File: src/rtl/timer_irq.sv
// timer_irq: memory-mapped down-counting timer with one-shot/auto-reload modes and a level interrupt.
// Define TIMER_PRESCALER_EN to build the 16-bit clock prescaler at register offset 4.
module timer_irq #(
    parameter logic [31:0] TICKS_RESET = 32'd0
) (
    input  logic        clk,
    input  logic        reset,
    input  logic        iomem_valid,
    input  logic [3:0]  iomem_wstrb,
    input  logic [31:0] iomem_addr,
    input  logic [31:0] iomem_wdata,
    output logic [31:0] iomem_rdata,
    output logic        iomem_ready,
    output logic        irq
);

    localparam logic [2:0] OFF_CTRL   = 3'd0;
    localparam logic [2:0] OFF_LOAD   = 3'd1;
    localparam logic [2:0] OFF_COUNT  = 3'd2;
    localparam logic [2:0] OFF_STATUS = 3'd3;

    function automatic logic [31:0] f_lane_merge(
        input logic [31:0] old_v,
        input logic [31:0] new_v,
        input logic [3:0]  strb
    );
        logic [31:0] mask;
        mask = {{8{strb[3]}}, {8{strb[2]}}, {8{strb[1]}}, {8{strb[0]}}};
        return (old_v & ~mask) | (new_v & mask);
    endfunction

    logic        r_en;
    logic        r_auto;
    logic        r_irqen;
    logic        r_exp;
    logic        r_ready;
    logic [31:0] r_load;
    logic [31:0] r_count;
    logic [31:0] r_rdata;

    logic [2:0]  w_sel;
    logic [31:0] w_rd_data;
    logic        w_access;
    logic        w_write;
    logic        w_wr_ctrl;
    logic        w_wr_load;
    logic        w_wr_count;
    logic        w_clr_exp;
    logic        w_pre_term;
    logic        w_tick;
    logic        w_expire;
    logic        w_unused;

    assign w_sel      = iomem_addr[4:2];
    assign w_access   = iomem_valid & ~r_ready;
    assign w_write    = w_access & (|iomem_wstrb);
    assign w_wr_ctrl  = w_write & (w_sel == OFF_CTRL) & iomem_wstrb[0];
    assign w_wr_load  = w_write & (w_sel == OFF_LOAD);
    assign w_wr_count = w_write & (w_sel == OFF_COUNT);
    assign w_clr_exp  = w_write & (w_sel == OFF_STATUS) & iomem_wstrb[0] & iomem_wdata[0];
    assign w_tick     = r_en & w_pre_term;
    assign w_expire   = w_tick & (r_count == 32'd0);
    assign w_unused   = ^{iomem_addr[31:5], iomem_addr[1:0]};

`ifdef TIMER_PRESCALER_EN
    localparam logic [2:0] OFF_PRESCALE = 3'd4;

    logic [15:0] r_prescale;
    logic [15:0] r_pre_cnt;
    logic        w_wr_pre;

    assign w_wr_pre   = w_write & (w_sel == OFF_PRESCALE);
    assign w_pre_term = (r_pre_cnt == r_prescale);

    // Prescaler: counts 0..PRESCALE while enabled, restarts on reconfiguration or disable
    always_ff @(posedge clk) begin
        if (reset) begin
            r_prescale <= 16'd0;
            r_pre_cnt  <= 16'd0;
        end else begin
            if (w_wr_pre) begin
                r_prescale <= {iomem_wstrb[1] ? iomem_wdata[15:8] : r_prescale[15:8],
                               iomem_wstrb[0] ? iomem_wdata[7:0]  : r_prescale[7:0]};
            end
            if (w_wr_pre || !r_en || w_pre_term) begin
                r_pre_cnt <= 16'd0;
            end else begin
                r_pre_cnt <= r_pre_cnt + 16'd1;
            end
        end
    end
`else
    assign w_pre_term = 1'b1;
`endif

    // Register read mux; unmapped offsets return zero
    always_comb begin
        w_rd_data = 32'd0;
        case (w_sel)
            OFF_CTRL:     w_rd_data = {29'd0, r_irqen, r_auto, r_en};
            OFF_LOAD:     w_rd_data = r_load;
            OFF_COUNT:    w_rd_data = r_count;
            OFF_STATUS:   w_rd_data = {31'd0, r_exp};
`ifdef TIMER_PRESCALER_EN
            OFF_PRESCALE: w_rd_data = {16'd0, r_prescale};
`endif
            default:      w_rd_data = 32'd0;
        endcase
    end

    // Bus handshake, register writes and the down-counter; bus writes win over timer events except EXP set
    always_ff @(posedge clk) begin
        if (reset) begin
            r_ready <= 1'b0;
            r_rdata <= 32'd0;
            r_en    <= 1'b0;
            r_auto  <= 1'b0;
            r_irqen <= 1'b0;
            r_exp   <= 1'b0;
            r_load  <= TICKS_RESET;
            r_count <= TICKS_RESET;
        end else begin
            r_ready <= w_access;
            r_rdata <= w_access ? w_rd_data : 32'd0;

            if (w_wr_ctrl) begin
                r_en    <= iomem_wdata[0];
                r_auto  <= iomem_wdata[1];
                r_irqen <= iomem_wdata[2];
            end else if (w_expire && !r_auto) begin
                r_en <= 1'b0;
            end

            if (w_wr_load) begin
                r_load <= f_lane_merge(r_load, iomem_wdata, iomem_wstrb);
            end

            if (w_wr_count) begin
                r_count <= f_lane_merge(r_count, iomem_wdata, iomem_wstrb);
            end else if (w_tick) begin
                if (r_count != 32'd0) begin
                    r_count <= r_count - 32'd1;
                end else if (r_auto) begin
                    r_count <= r_load;
                end
            end

            if (w_expire) begin
                r_exp <= 1'b1;
            end else if (w_clr_exp) begin
                r_exp <= 1'b0;
            end
        end
    end

    assign iomem_ready = r_ready;
    assign iomem_rdata = r_rdata;
    assign irq         = r_exp & r_irqen;

endmodule

File: config.mk
export PLATFORM = sky130hd
export DESIGN_NAME = timer_irq
export DESIGN_NICKNAME = d
export VERILOG_FILES = /design/src/rtl/timer_irq.sv
export SDC_FILE = /design/constraint.sdc
export NUM_CORES = 1
export LEC_CHECK = 0
export CORE_MARGIN = 3
export CORE_UTILIZATION = 51
export DETAILED_ROUTE_END_ITERATION = 8
export GPL_ROUTABILITY_DRIVEN = 0
export PLACE_DENSITY = 0.84
export SETUP_SLACK_MARGIN = 0.2
export SLEW_MARGIN = 30
export SYNTH_ARGS = -nofsm -noshare
export SYNTH_HDL_FRONTEND = slang
export SYNTH_SLANG_ARGS = --single-unit
File: constraint.sdc
create_clock -name clk -period 2.83 [get_ports clk]
set_clock_uncertainty 0.15 [all_clocks]
set_input_delay 0.7075 -clock clk [delete_from_list [all_inputs] [get_ports clk]]
set_output_delay 0.7075 -clock clk [all_outputs]
set_load 0.01 [all_outputs]
==> impl_metrics.py <==
metrics = {
    "synth": {
        "synthArstFlopShare": 0,
        "syn_nets": 667,
        "synth_edf_count": 0,
        "syn_avg_cell_area_um2": 8.37,
        "seq_area_frac_synth": 0.407,
        "yosys.cell_types.count": 56,
        "synthesis.instances": 594,
        "synth_top_flop_cell": "dfxtp_1",
        "syn-cell-area_um2": 4970,
        "ys_warn_count": 0,
        "ys_ff_latch": 101,
    },
    "routing": {
        "wl_met2_mm": 7.24,
        "drt-total-wl_mm": 15.1,
        "highest_layer": "met4",
        "dr.pass1.iters": 5,
        "met1_length_mm": 6.06,
        "drtIter0Drc": 519,
        "drt-vias-per-instance": 6.18,
        "ant_nets": 0,
        "avgRoutedWirePerCell_um": 18.2,
        "route.met3.wl_mm": 1.27,
        "drc": 0,
        "vias": 5132,
    },
    "job": {
        "maxCapViolations": 0,
    },
    "finish": {
        "drive_gt1_frac": 0.147,
        "nFillCells": 735,
        "area_growth_syn_to_layout_pct": 30.9,
        "multi_input_area_um2": 2790,
        "final_common_cell": "nor2_1",
        "finalNonFillerCells": 830,
        "layout_common_cells": "nor2_1, dfxtp_1, clkdlybuf4s50_1",
        "diodes": 0,
        "post-route-util": 0.695,
        "regArea_um2": 2020,
        "nNetsFinal": 770,
    },
    "die": {
        "io_pins": 105,
        "die-area_um2": 11000,
        "rows": 35,
        "start_util": 0.531,
        "dieWidth_um": 105,
        "core_region_area_um2": 9370,
        "die_h_um": 105,
    },
    "sta": {
        "maxSlewHeadroom": 0.494,
        "rsz0062_at_grt": "true",
        "slew_viol_final": 0,
        "setup_ws_ns": 0.187,
        "min_period_over_period": 0.934,
        "period_minus_slack_ns": 2.64,
        "worst_slew_pin_slew_ns": 0.759,
        "hold_viol_final": 0,
        "final-setup-viol-count": 0,
        "fmax_mhz": 378,
    },
    "clocking": {
        "cts_tree": "built",
        "cts_sinks": 101,
        "cts_root_buf": "clkbuf_8",
        "cts_max_level": 3,
        "clk_pin_slew_ns": 0.10,
        "clock_path_buffers": 2,
        "cts_buffers": 9,
        "clock_latency_ns": 0.37,
    },
    "grt": {
        "grt_first_pass_wirelength_mm": 24.2,
        "grt_overflow": 0,
        "grt_usage": 0.268,
        "antenna_found_initial": 0,
        "grt_pass1_vias": 4966,
        "grt_start_max_net_pins": 71,
    },
    "worst_hold_path": {
        "worstHoldPathType": "flip-flop to flip-flop",
    },
    "placed_design": {
        "hpwl_mm": 10.3,
        "dp.cells": 810,
        "io_buffers": 75,
        "pre_cts_ws_ns": -0.401,
    },
    "power_and_ir_drop": {
        "intPower_uw": 2340,
        "swShare": 0.306,
        "p_comb_frac": 0.265,
        "p_clk_frac": 0.299,
        "leakagePower_uw": 0.00253,
        "p_switching_uw": 1030,
        "power.density_nw_per_um2": 518,
        "irDropWorstVdd_mv": 0.335,
        "pwr-share-seq": 0.436,
    },
    "critical_path": {
        "start_kind": "input port",
        "criticalPathCategory": "input port to flip-flop",
        "setup.worst_path.end_class": "flip-flop",
        "worst_ep_arrival_time_ns": 2.76,
        "cp.required_ns": 2.94,
        "critPathMaxFanout": 3,
    },
    "run_status": {
        "outcome": "complete, no violations",
    },
}
worst max-delay path, stage by stage:
cell and delay (ns):
clkdlybuf4s50_1 0.45, or4_4 0.48, nand3_2 0.10, nand2_1 0.09
or4_1 0.47, a221o_1 0.31, o32ai_1 0.14
synth_stat cells, drive strengths merged, types with 3 or more instances:
cell type / number / area [um2]
nor2: 117 / 439
nor2b: 3 / 18.8
o22ai: 4 / 25.0
or3: 3 / 18.8
nand2: 31 / 116
nor4: 12 / 124
a31oi: 3 / 18.8
o211ai: 13 / 97.6
nor3: 14 / 70.1
o21ai: 32 / 160
inv: 10 / 37.5
xnor2: 12 / 105
o31a: 5 / 43.8
a22oi: 29 / 218
dfxtp: 101 / 2020
nor3b: 3 / 27.5
or4: 9 / 71.3
mux2i: 35 / 350
nor4b: 3 / 32.5
clkbuf: 41 / 154
a211oi: 22 / 165
xor2: 9 / 78.8
nand3: 19 / 95.1
nand4: 6 / 52.6
buf: 8 / 42.5
nand4b: 3 / 26.3
a21oi: 14 / 70.1
o21a: 7 / 52.6
metrics by stage:
step / hold WS (ns) / area (um2) / setup TNS (ns) / power (uW)
2_1_floorplan: 0.305 / 4980 / 0 / 2030
3_3_place_gp: 0.332 / 6180 / -8.85 / 2300
3_5_place_dp: 0.351 / 6180 / -10.68 / 2320
4_1_cts: 0.366 / 6420 / 0 / 3320
5_1_grt: 0.400 / 6510 / 0 / 3500
6_report: 0.367 / 6510 / 0 / 3370
power by group through the flow:
| stage | registers, uW | logic [uW] | clock network [uW] |
|---|---|---|---|
| finish | 1470 | 894 | 1010 |
| global route | 1470 | 961 | 1070 |
| CTS | 1470 | 842 | 1010 |
| detailed placement | 1500 | 824 | 0 |
| global placement | 1500 | 803 | 0 |
| floorplan | 1490 | 542 | 0 |
final cells by class:
type,instances,share of cell area
clock inverter,6,0.0136
tap,129,0.0248
multi-input combinational,434,0.428
inverter,10,0.00576
sequential,101,0.311
timing repair buffer,141,0.198
clock buffer,9,0.0190
logic make-up after synthesis:
group           after synthesis  synth area share
compound gates              143             0.197
xor+xnor                     21            0.0370
fa+ha+maj                     2           0.00503
buf+inv                      59            0.0470
flops                       101             0.407
mux                          36            0.0750
simple gates                232             0.232
path summary, 6_finish.rpt:
path         slack, ns            from   endpoint  cells past startpoint
max reg2reg       0.20       flip-flop  flip-flop                      6
max               0.19  iomem_wstrb[3]  flip-flop                      7
min               0.37           r_exp      r_exp                      2
min reg2reg       0.37           r_exp      r_exp                      2
what timing repair did:
| action | CTS | global route |
|---|---|---|
| pin swaps | 2 | 4 |
| resized for setup | 7 | 7 |
| hold buffers | 0 | 0 |
| cloned | 0 | 0 |
| buffers inserted | 0 | 5 |
| endpoints found under the setup margin | 32 | 32 |
layer usage:
layer | track usage | vias to the layer above
met2 | 0.445 | 326
met5 | 0 | -
li1 | - | 2344
met4 | 0.130 | 0
met3 | 0.0476 | 56
met1 | 0.336 | 2406
(Power assumes the default switching activity.)
